--- src/rtl/trap_responder_if.sv ---
// Trap-request bus from the M-stage trap logic to the trap responder, with the
// redirect returned to fetch.
interface trap_responder_if #(
  parameter int unsigned XLEN = 64
);
  logic            TrapM;
  logic            InterruptM;
  logic            DelegateM;
  logic [3:0]      CauseM;
  logic            mretM;
  logic            sretM;
  logic [XLEN-1:0] PCM;
  logic [XLEN-1:0] TvalM;
  logic            CSRWriteM;
  logic [11:0]     CSRAdrM;
  logic [XLEN-1:0] CSRWriteValM;
  logic            RedirectM;
  logic [XLEN-1:0] RedirectPCM;

  modport master (
    output TrapM, InterruptM, DelegateM, CauseM, mretM, sretM, PCM, TvalM,
           CSRWriteM, CSRAdrM, CSRWriteValM,
    input  RedirectM, RedirectPCM
  );

  modport slave (
    input  TrapM, InterruptM, DelegateM, CauseM, mretM, sretM, PCM, TvalM,
           CSRWriteM, CSRAdrM, CSRWriteValM,
    output RedirectM, RedirectPCM
  );
endinterface

--- src/rtl/trap_responder.sv ---
// Trap responder: updates trap CSRs, the status stack and privilege mode, and
// computes the fetch redirect. Optional TRAP_NEST_CNT_EN adds a TrapDepth counter.
module trap_responder #(
  parameter int unsigned XLEN        = 64,
  parameter bit          S_SUPPORTED = 1'b1,
  parameter bit          U_SUPPORTED = 1'b1,
  parameter bit          C_SUPPORTED = 1'b1
) (
  input  logic            clk,
  input  logic            reset,
  trap_responder_if.slave trap_if,
  output logic [1:0]      PrivilegeModeW,
  output logic            STATUS_MIE,
  output logic            STATUS_SIE,
  output logic            STATUS_MPIE,
  output logic            STATUS_SPIE,
  output logic            STATUS_SPP,
  output logic [1:0]      STATUS_MPP,
  output logic [XLEN-1:0] MEPC_REGW,
  output logic [XLEN-1:0] SEPC_REGW,
  output logic [XLEN-1:0] MCAUSE_REGW,
  output logic [XLEN-1:0] SCAUSE_REGW,
  output logic [XLEN-1:0] MTVAL_REGW,
  output logic [XLEN-1:0] STVAL_REGW,
  output logic [XLEN-1:0] MTVEC_REGW,
  output logic [XLEN-1:0] STVEC_REGW
`ifdef TRAP_NEST_CNT_EN
  ,
  output logic [3:0]      TrapDepth
`endif
);

  localparam logic [1:0] PrivM = 2'b11;
  localparam logic [1:0] PrivS = 2'b01;
  localparam logic [1:0] MppRet = U_SUPPORTED ? 2'b00 : 2'b11;
  localparam logic [XLEN-1:0] EpcMask =
    C_SUPPORTED ? {{(XLEN-1){1'b1}}, 1'b0} : {{(XLEN-2){1'b1}}, 2'b00};

  logic [1:0]      priv_q, priv_d, mpp_q, mpp_d;
  logic            mie_q, mie_d, sie_q, sie_d, mpie_q, mpie_d, spie_q, spie_d, spp_q, spp_d;
  logic [XLEN-1:0] mepc_q, mepc_d, sepc_q, sepc_d, mcause_q, mcause_d, scause_q, scause_d;
  logic [XLEN-1:0] mtval_q, mtval_d, stval_q, stval_d, mtvec_q, mtvec_d, stvec_q, stvec_d;

  logic            s_trap, m_trap, m_ret, s_ret, sret_ok, csr_we;
  logic [XLEN-1:0] cause_val, trap_vec, trap_base, cause_off, wval;

  // Mode encodings 2 and 3 are reserved; they collapse to direct mode.
  function automatic logic [XLEN-1:0] tvec_warl(input logic [XLEN-1:0] v);
    return {v[XLEN-1:2], v[1] ? 2'b00 : v[1:0]};
  endfunction

  assign sret_ok = trap_if.sretM & S_SUPPORTED;
  assign s_trap  = trap_if.TrapM & trap_if.DelegateM & S_SUPPORTED;
  assign m_trap  = trap_if.TrapM & ~s_trap;
  assign m_ret   = ~trap_if.TrapM & trap_if.mretM;
  assign s_ret   = ~trap_if.TrapM & ~trap_if.mretM & sret_ok;
  assign csr_we  = trap_if.CSRWriteM & ~trap_if.TrapM & ~trap_if.mretM & ~sret_ok;
  assign wval    = trap_if.CSRWriteValM;

  assign cause_val = {trap_if.InterruptM, {(XLEN-5){1'b0}}, trap_if.CauseM};
  assign trap_vec  = s_trap ? stvec_q : mtvec_q;
  assign trap_base = {trap_vec[XLEN-1:2], 2'b00};
  assign cause_off = {{(XLEN-6){1'b0}}, trap_if.CauseM, 2'b00};

  assign trap_if.RedirectM = trap_if.TrapM | trap_if.mretM | sret_ok;

  always_comb begin
    trap_if.RedirectPCM = '0;
    if (trap_if.TrapM) begin
      trap_if.RedirectPCM = (trap_if.InterruptM && trap_vec[1:0] == 2'b01) ?
                            trap_base + cause_off : trap_base;
    end else if (trap_if.mretM) begin
      trap_if.RedirectPCM = mepc_q;
    end else if (sret_ok) begin
      trap_if.RedirectPCM = sepc_q;
    end
  end

  always_comb begin
    priv_d   = priv_q;   mpp_d    = mpp_q;
    mie_d    = mie_q;    sie_d    = sie_q;
    mpie_d   = mpie_q;   spie_d   = spie_q;   spp_d   = spp_q;
    mepc_d   = mepc_q;   sepc_d   = sepc_q;
    mcause_d = mcause_q; scause_d = scause_q;
    mtval_d  = mtval_q;  stval_d  = stval_q;
    mtvec_d  = mtvec_q;  stvec_d  = stvec_q;
    if (m_trap) begin
      mepc_d   = trap_if.PCM & EpcMask;
      mcause_d = cause_val;
      mtval_d  = trap_if.TvalM;
      mpie_d   = mie_q;
      mie_d    = 1'b0;
      mpp_d    = priv_q;
      priv_d   = PrivM;
    end else if (s_trap) begin
      sepc_d   = trap_if.PCM & EpcMask;
      scause_d = cause_val;
      stval_d  = trap_if.TvalM;
      spie_d   = sie_q;
      sie_d    = 1'b0;
      spp_d    = priv_q[0];
      priv_d   = PrivS;
    end else if (m_ret) begin
      priv_d   = mpp_q;
      mie_d    = mpie_q;
      mpie_d   = 1'b1;
      mpp_d    = MppRet;
    end else if (s_ret) begin
      priv_d   = {1'b0, spp_q};
      sie_d    = spie_q;
      spie_d   = 1'b1;
      spp_d    = 1'b0;
    end else if (csr_we) begin
      case (trap_if.CSRAdrM)
        12'h305: mtvec_d  = tvec_warl(wval);
        12'h341: mepc_d   = wval & EpcMask;
        12'h342: mcause_d = wval;
        12'h343: mtval_d  = wval;
        12'h105: if (S_SUPPORTED) stvec_d  = tvec_warl(wval);
        12'h141: if (S_SUPPORTED) sepc_d   = wval & EpcMask;
        12'h142: if (S_SUPPORTED) scause_d = wval;
        12'h143: if (S_SUPPORTED) stval_d  = wval;
        default: ;
      endcase
    end
  end

  always_ff @(posedge clk) begin
    if (reset) begin
      priv_q   <= PrivM;    mpp_q    <= MppRet;
      mie_q    <= 1'b0;     sie_q    <= 1'b0;
      mpie_q   <= 1'b0;     spie_q   <= 1'b0;   spp_q   <= 1'b0;
      mepc_q   <= '0;       sepc_q   <= '0;
      mcause_q <= '0;       scause_q <= '0;
      mtval_q  <= '0;       stval_q  <= '0;
      mtvec_q  <= '0;       stvec_q  <= '0;
    end else begin
      priv_q   <= priv_d;   mpp_q    <= mpp_d;
      mie_q    <= mie_d;    sie_q    <= sie_d;
      mpie_q   <= mpie_d;   spie_q   <= spie_d; spp_q   <= spp_d;
      mepc_q   <= mepc_d;   sepc_q   <= sepc_d;
      mcause_q <= mcause_d; scause_q <= scause_d;
      mtval_q  <= mtval_d;  stval_q  <= stval_d;
      mtvec_q  <= mtvec_d;  stvec_q  <= stvec_d;
    end
  end

`ifdef TRAP_NEST_CNT_EN
  logic [3:0] depth_q, depth_d;

  always_comb begin
    depth_d = depth_q;
    if (trap_if.TrapM) begin
      if (depth_q != 4'hf) depth_d = depth_q + 4'd1;
    end else if (m_ret || s_ret) begin
      if (depth_q != 4'h0) depth_d = depth_q - 4'd1;
    end
  end

  always_ff @(posedge clk) begin
    if (reset) depth_q <= '0;
    else       depth_q <= depth_d;
  end

  assign TrapDepth = depth_q;
`endif

  assign PrivilegeModeW = priv_q;
  assign STATUS_MIE     = mie_q;
  assign STATUS_SIE     = sie_q;
  assign STATUS_MPIE    = mpie_q;
  assign STATUS_SPIE    = spie_q;
  assign STATUS_SPP     = spp_q;
  assign STATUS_MPP     = mpp_q;
  assign MEPC_REGW      = mepc_q;
  assign SEPC_REGW      = sepc_q;
  assign MCAUSE_REGW    = mcause_q;
  assign SCAUSE_REGW    = scause_q;
  assign MTVAL_REGW     = mtval_q;
  assign STVAL_REGW     = stval_q;
  assign MTVEC_REGW     = mtvec_q;
  assign STVEC_REGW     = stvec_q;

endmodule

--- src/flat_wrapper.sv ---
// flat-port wrapper written by rule: the top's interface ports become plain ports
module trap_responder_flat 
#(
  parameter int unsigned XLEN        = 64,
  parameter bit          S_SUPPORTED = 1'b1,
  parameter bit          U_SUPPORTED = 1'b1,
  parameter bit          C_SUPPORTED = 1'b1
)
  (clk, reset, PrivilegeModeW, STATUS_MIE, STATUS_SIE, STATUS_MPIE, STATUS_SPIE, STATUS_SPP, STATUS_MPP, MEPC_REGW, SEPC_REGW, MCAUSE_REGW, SCAUSE_REGW, MTVAL_REGW, STVAL_REGW, MTVEC_REGW, STVEC_REGW, trap_if_TrapM, trap_if_InterruptM, trap_if_DelegateM, trap_if_CauseM, trap_if_mretM, trap_if_sretM, trap_if_PCM, trap_if_TvalM, trap_if_CSRWriteM, trap_if_CSRAdrM, trap_if_CSRWriteValM, trap_if_RedirectM, trap_if_RedirectPCM);
  trap_responder_if #(.XLEN(XLEN)) trap_if_i ();
  input  logic clk;
  input  logic reset;
  output logic [1:0] PrivilegeModeW;
  output logic STATUS_MIE;
  output logic STATUS_SIE;
  output logic STATUS_MPIE;
  output logic STATUS_SPIE;
  output logic STATUS_SPP;
  output logic [1:0] STATUS_MPP;
  output logic [XLEN-1:0] MEPC_REGW;
  output logic [XLEN-1:0] SEPC_REGW;
  output logic [XLEN-1:0] MCAUSE_REGW;
  output logic [XLEN-1:0] SCAUSE_REGW;
  output logic [XLEN-1:0] MTVAL_REGW;
  output logic [XLEN-1:0] STVAL_REGW;
  output logic [XLEN-1:0] MTVEC_REGW;
  output logic [XLEN-1:0] STVEC_REGW;
  input wire logic [$bits(trap_if_i.TrapM)-1:0] trap_if_TrapM;
  input wire logic [$bits(trap_if_i.InterruptM)-1:0] trap_if_InterruptM;
  input wire logic [$bits(trap_if_i.DelegateM)-1:0] trap_if_DelegateM;
  input wire logic [$bits(trap_if_i.CauseM)-1:0] trap_if_CauseM;
  input wire logic [$bits(trap_if_i.mretM)-1:0] trap_if_mretM;
  input wire logic [$bits(trap_if_i.sretM)-1:0] trap_if_sretM;
  input wire logic [$bits(trap_if_i.PCM)-1:0] trap_if_PCM;
  input wire logic [$bits(trap_if_i.TvalM)-1:0] trap_if_TvalM;
  input wire logic [$bits(trap_if_i.CSRWriteM)-1:0] trap_if_CSRWriteM;
  input wire logic [$bits(trap_if_i.CSRAdrM)-1:0] trap_if_CSRAdrM;
  input wire logic [$bits(trap_if_i.CSRWriteValM)-1:0] trap_if_CSRWriteValM;
  output wire logic [$bits(trap_if_i.RedirectM)-1:0] trap_if_RedirectM;
  output wire logic [$bits(trap_if_i.RedirectPCM)-1:0] trap_if_RedirectPCM;
  assign trap_if_i.TrapM = trap_if_TrapM;
  assign trap_if_i.InterruptM = trap_if_InterruptM;
  assign trap_if_i.DelegateM = trap_if_DelegateM;
  assign trap_if_i.CauseM = trap_if_CauseM;
  assign trap_if_i.mretM = trap_if_mretM;
  assign trap_if_i.sretM = trap_if_sretM;
  assign trap_if_i.PCM = trap_if_PCM;
  assign trap_if_i.TvalM = trap_if_TvalM;
  assign trap_if_i.CSRWriteM = trap_if_CSRWriteM;
  assign trap_if_i.CSRAdrM = trap_if_CSRAdrM;
  assign trap_if_i.CSRWriteValM = trap_if_CSRWriteValM;
  assign trap_if_RedirectM = trap_if_i.RedirectM;
  assign trap_if_RedirectPCM = trap_if_i.RedirectPCM;
  trap_responder #(.XLEN(XLEN), .S_SUPPORTED(S_SUPPORTED), .U_SUPPORTED(U_SUPPORTED), .C_SUPPORTED(C_SUPPORTED)) u_core (.clk(clk), .reset(reset), .trap_if(trap_if_i), .PrivilegeModeW(PrivilegeModeW), .STATUS_MIE(STATUS_MIE), .STATUS_SIE(STATUS_SIE), .STATUS_MPIE(STATUS_MPIE), .STATUS_SPIE(STATUS_SPIE), .STATUS_SPP(STATUS_SPP), .STATUS_MPP(STATUS_MPP), .MEPC_REGW(MEPC_REGW), .SEPC_REGW(SEPC_REGW), .MCAUSE_REGW(MCAUSE_REGW), .SCAUSE_REGW(SCAUSE_REGW), .MTVAL_REGW(MTVAL_REGW), .STVAL_REGW(STVAL_REGW), .MTVEC_REGW(MTVEC_REGW), .STVEC_REGW(STVEC_REGW));
endmodule
--- config.mk ---
export PLATFORM = sky130hd
export DESIGN_NAME = trap_responder_flat
export DESIGN_NICKNAME = d
export VERILOG_FILES = /design/src/rtl/trap_responder_if.sv /design/src/rtl/trap_responder.sv /design/src/flat_wrapper.sv
export SDC_FILE = /design/constraint.sdc
export NUM_CORES = 1
export LEC_CHECK = 0
export BUFFER_PORTS_ARGS = -buffer_cell sky130_fd_sc_hd__buf_2
export CAP_MARGIN = 20
export CORE_AREA = 2 2 314 316
export DETAILED_ROUTE_END_ITERATION = 8
export DIE_AREA = 0 0 316 318
export PLACE_DENSITY = 0.45
export REMOVE_ABC_BUFFERS = 1
export SYNTH_ARGS = -nofsm -noshare
export SYNTH_HDL_FRONTEND = slang
export SYNTH_SLANG_ARGS = --single-unit
export TNS_END_PERCENT = 100
--- constraint.sdc ---
create_clock -name clk -period 4.9 [get_ports clk]
set_clock_uncertainty 0.05 [all_clocks]
set_input_delay 0.245 -clock clk [delete_from_list [all_inputs] [get_ports clk]]
set_output_delay 0.245 -clock clk [all_outputs]
set_load 0.1 [all_outputs]
* After elaboration in Yosys (flattened, before gate mapping)
Index checks and enable logic that the tools add are counted.
** Operators by class
- Add/subtract/negate cells :: 1
- Eq/ne operators :: 14
- Mux-type cells :: 57
- Bitwise gates (word level) :: 17
- Reduce and logical (&&, ||, !) cells :: 27
** Operators by type and width (count)
- $mux W64 :: 38
- $add A64 B6 Y64 :: 1
- $eq A12 B10 Y1 const B :: 4
- $eq A12 B9 Y1 const B :: 4
- $reduce_and A5 Y1 :: 7
- $reduce_bool A2 Y1 :: 11
- $mux W1 :: 13
- $mux W2 :: 6
- $reduce_and A6 Y1 :: 2
- $and A1 B1 Y1 :: 8
- $ne A2 B1 Y1 const B :: 4
- $not A1 Y1 :: 7
- $reduce_and A2 Y1 :: 2
- $reduce_and A3 Y1 :: 1
- $reduce_bool A3 Y1 :: 1
- $reduce_or A3 Y1 :: 1
- $eq A2 B1 Y1 const B :: 1
- $ne A2 B2 Y1 const B :: 1
- $or A1 B1 Y1 :: 2
- $reduce_or A2 Y1 :: 1
- $logic_and A1 B1 Y1 :: 1
** Word-level totals
- Register bits after elaboration :: 520
- Bits of input ports :: 216
- Output and inout port bits :: 586
- Logic and storage cells :: 133

* Depth between registers and ports, before layout
- Depth after elaboration :: 9
- Depth in mapped cells :: 17
- Mapped depth without buffers :: 13

* Worst setup path after synthesis
OpenSTA, ideal clock, no wires.
- Path kind :: input port to output port
- Start :: input port trap_if_TrapM
- End :: output port trap_if_RedirectPCM[56]
- Arrival time :: 5547 ps
- Data required time :: 4605 ps
- Setup slack :: -942 ps
- Stages on the path :: 17
- Path buffers :: 4
- Cell sequence :: nand2_1 buf_2 buf_2 buf_2 buf_2 nand2_1 nand2_1 ha_1 inv_1 fa_1 nor2b_1 o21a_1 o211ai_2 nor3_2 nand3_2 o21a_1 o31ai_1
** Between the ends
- Word-level cells in the longest chain between the ends :: 6
- Elaborated cells between the ends (all ways) :: 7
- Classes of those cells :: 1 x add/sub; 1 x eq/ne; 3 x mux; 1 x bitwise; 1 x reduce/logical
** Ends and longest elaborated chain
- start: declaration :: line flat_wrapper.sv:28 : input wire logic [$bits(trap_if_i.TrapM)-1:0] trap_if_TrapM;
- parallel branches: the longest is 5 deep, another holds $add A64 B6 Y64
- $mux W64 (*) :: line trap_responder.sv:69 : if (trap_if.TrapM) begin
- end: declaration :: line flat_wrapper.sv:40 : output wire logic [$bits(trap_if_i.RedirectPCM)-1:0] trap_if_RedirectPCM;
Every way passes the cells marked *.

* Final worst setup path
- Start :: register u_core.mtvec_q[2] (netlist: u_core.MTVEC_REGW[2])
- End :: output port trap_if_RedirectPCM[40]
** Between the ends
- Word-level cells in the longest chain between the ends :: 4
** Ends and longest elaborated chain
- start: declaration :: line trap_responder.sv:42 : logic [XLEN-1:0] mtval_q, mtval_d, stval_q, stval_d, mtvec_q, mtvec_d, stvec_q, stvec_d;
- start signal: assignment :: line trap_responder.sv:144 : mtvec_q <= mtvec_d; stvec_q <= stvec_d;
- $mux W64 :: line trap_responder.sv:61 : assign trap_vec = s_trap ? stvec_q : mtvec_q;
- $add A64 B6 Y64 :: line trap_responder.sv:71 : trap_base + cause_off : trap_base;
- $mux W64 :: line trap_responder.sv:70 : trap_if.RedirectPCM = (trap_if.InterruptM && trap_vec[1:0] == 2'b01) ?
- $mux W64 :: line trap_responder.sv:69
Every way passes these cells.

==> out/results.tsv <==
stage	metric	value	unit
sta	max_slew headroom	26.3	%
worst_setup_path	critical-path cell list	nand2_1, nand2_1, ha_1, inv_1, fa_1, nor2b_1, o21a_1, o211ai_2, nor3_4, nand4_1, xor2_1, o21ai_1, buf_12	
clock_tree	CTS buffer count	67	
placement	placed insts	4845	
worst_setup_path	CP bufs+invs	2	
status	outcome	completed	
grt	first-pass GRT wire length	182	mm
routing	WL per Instance	24.1	um
grt	vias in the first global route	25536	
sta	Final Critical Period	4600	ps
power	Max VDD drop	0.250	mV
power	Power Internal	0.00799	W
routing	first-pass iteration count of the detailed router	5	
layout	Layout area overhead	45.2	%
clock_tree	CTS tree	yes	
worst_setup_path	crit-path leading delay family	simple AND/OR/NAND/NOR gates	
worst_setup_path	Required @ worst endpoint	4610	ps
logic_synthesis	Synth top cells by count	731 x nand2_1, 517 x dfxtp_1, 301 x nor2_1, 259 x a21oi_1, 246 x mux2i_1	
routing	Vias/cell	5.00	
routing	Iter 0 DRT Violations	1773	
worst_setup_path	Critical Path AT	4300	ps
logic_synthesis	synth unique cells	64	
placement	hpwl dp	86.2	mm
sta	final hold viol count	0	
run	max-capacitance violation count	0	
logic_synthesis	synthesized flop and latch total	517	
logic_synthesis	Synth async-reset ratio	0	%
sta	RSZ-0062 raised after global routing	false	
worst_setup_path	CP most frequent cell	nand2_1	
floorplan	Die Span Y	318	um
layout	Nets	4147	
power	cell leakage power	14.8	nW
power	Psw	0.00427	W
logic_synthesis	top cell type's share of synthesized area	42.7	%
logic_synthesis	largest cells by area after synthesis	dfxtp_1 43%, nand2_1 11%, mux2i_1 10%, a211oi_1 6.1%, a21oi_1 5.4%	
clock_tree	Post-CTS Setup Inserts	0	
worst_setup_path	Worst path max stage delay	730	ps
logic_synthesis	cell count after synthesis	3029	
routing	post-route DRC violation count	0	
placement	port bufs	795	
logic_synthesis	Post-Syn Area per Cell	7.99	um^2
clock_tree	depth of the CTS H-tree	3	
sta	Hold Slack	62.3	ps
clock_tree	CTS max path bufs	3	
logic_synthesis	synthesized area	0.0242	mm^2
worst_setup_path	CP max stage cell	nor3_4	
worst_setup_path	crit-path max FO	9	
logic_synthesis	count leader, synth	nand2_1	
power	Design Power	0.0123	W
power	Comb power frac	22.0	%
grt	initial antenna violation count	4	
logic_synthesis	ys flop type	dfxtp_1	
floorplan	Die W	316	um
floorplan	initial core utilization	24.9	%
logic_synthesis	post-synthesis sequential area ratio	42.7	%
worst_setup_path	Worst Setup End Kind	primary output	
power	Net Sw Frac	34.9	%
worst_setup_path	Setup CP Type	reg -> out	
clock_tree	clock slew at reported path FFs	60	ps
floorplan	row count	115	
clock_tree	clk_lat worst skew	630	ps
grt	Total GRT Usage	24.4	%
sta	fin. max-slew vios	0	
floorplan	total die area	0.100	mm^2
logic_synthesis	Post-synth EDFFs	0	
floorplan	IO Count	802	
power	clock power share	41.5	%
logic_synthesis	Ys Warns	0	
routing	vias post-DR	26295	
placement	gpl congestion	0.810	
layout	layout cells sized above 1	25.1	%
clock_tree	Root Buffer Master	clkbuf_16	
clock_tree	clock sinks	517	
grt	largest net degree at the start of global routing	171	
sta	final setup vio count	0	
layout	post-route insts no fill	5262	
worst_setup_path	startpoint types	flop	
floorplan	core area	0.0974	mm^2
power	Sequential Power Share	36.5	%
routing	final wirelength	127	mm
sta	Slew @ Worst Pin	1110	ps
layout	final core occ	36.1	%
logic_synthesis	area leader, netlist	dfxtp_1	
grt	GRT overflow	0	
routing	antenna viol nets, final	0	
min_path	Worst Hold Class	in -> reg	
sta	FMAX	0.217	GHz
sta	Tcrit/Tclk final	93.8	%
power	pwr dens	349	mW/mm^2
## final timing paths
check / start / depth (start not counted) / slack (ps) / to
setup / recovery: u_core.MTVEC_REGW[2]$_SDFFE_PP0P_ / 13 / 300 / trap_if_RedirectPCM[40]
hold / removal: reset / 2 / 60 / u_core.STVEC_REGW[50]$_SDFFE_PP0P_
setup reg to reg: u_core.MEPC_REGW[26]$_SDFFE_PP0P_ / 3 / 3480 / u_core.MEPC_REGW[26]$_SDFFE_PP0P_
hold reg to reg: u_core.MCAUSE_REGW[22]$_SDFFE_PP0P_ / 2 / 400 / u_core.MCAUSE_REGW[22]$_SDFFE_PP0P_
## cells in the final DEF, fill, tap and decap left out, types with 67 or more instances in the layout
cell           count
mux2i_1          246
dfxtp_1          517
a21oi_1          259
a211oi_1         198
a311oi_1          73
nand2_1          729
nor2_1           295
clkbuf_16         70
dlygate4sd3_1    299
buf_12            67
buf_2            742
## power by group through the flow
stage | clock [W] | combinational (W) | sequential (W)
2_1_floorplan | 0 | 0.000624 | 0.00569
3_3_place_gp | 0 | 0.00248 | 0.00456
3_5_place_dp | 0 | 0.00249 | 0.00456
4_1_cts | 0.00523 | 0.00270 | 0.00447
5_1_grt | 0.00538 | 0.00280 | 0.00449
6_report | 0.00509 | 0.00270 | 0.00447
## timing repair
action,in CTS,in global routing
endpoints found under the setup margin,1,2
hold buffers,299,0
hold endpoints to repair,508,0
gates resized for setup,1,2
## metrics by stage
| step | worst slack [ps] | cell area (um^2) | TNS [ps] |
|---|---|---|---|
| after floorplan | -12330 | 22900 | -2693890 |
| after global routing | 9.02 | 35200 | 0 |
| after detailed placement | 161 | 29900 | 0 |
| after CTS | 45.6 | 35100 | 0 |
| after global placement | 193 | 29900 | 0 |
| final | 302 | 35200 | 0 |
## registers in the layout, indices dropped and copies added, names as in the netlist, 2 cells and up
register,count
u_core.MCAUSE_REGW,64
u_core.MTVAL_REGW,64
u_core.SCAUSE_REGW,64
u_core.STVAL_REGW,64
u_core.MEPC_REGW,63
u_core.MTVEC_REGW,63
u_core.SEPC_REGW,63
u_core.STVEC_REGW,63
u_core.PrivilegeModeW,2
u_core.STATUS_MPP,2
## cells by family after synthesis
family / after synthesis / share of synthesized area (%)
fa+ha+maj: 5 / 0.289
other cells: 1 / 0.0155
flops: 517 / 42.7
mux: 257 / 10.7
xor+xnor: 54 / 1.95
buf+inv: 331 / 5.72
compound gates: 682 / 18.4
simple gates: 1182 / 20.2
## area by class of cell
cell class / count / area [um^2]
repair buffers: 1136 / 8270
multi-input cells: 2185 / 12600
diodes: 1 / 2.50
well taps: 1287 / 1610
clock buffers: 95 / 1960
flip-flops and latches: 517 / 10300
inverters: 19 / 72.6
fillers: 10262 / 62300
clock inverters: 22 / 260
## layer usage
layer | vias up | track usage [%] | part of all wire (%) | wire length (um)
met2 | 1002 | 40.3 | 47 | 59500
met4 | 2 | 9.73 | 3.8 | 4770
li1 | 12309 | - | - | -
met3 | 203 | 5.25 | 6.8 | 8630
met5 | - | 0 | 0.0055 | 7
met1 | 12779 | 30.6 | 43 | 53900
## worst reg2reg max path, cell delays in order (launching register included)
cell and delay [ps]:
dfxtp_1 360, nor2_1 60, a311oi_1 290, dlygate4sd3_1 600
(Power assumes the default switching activity.)
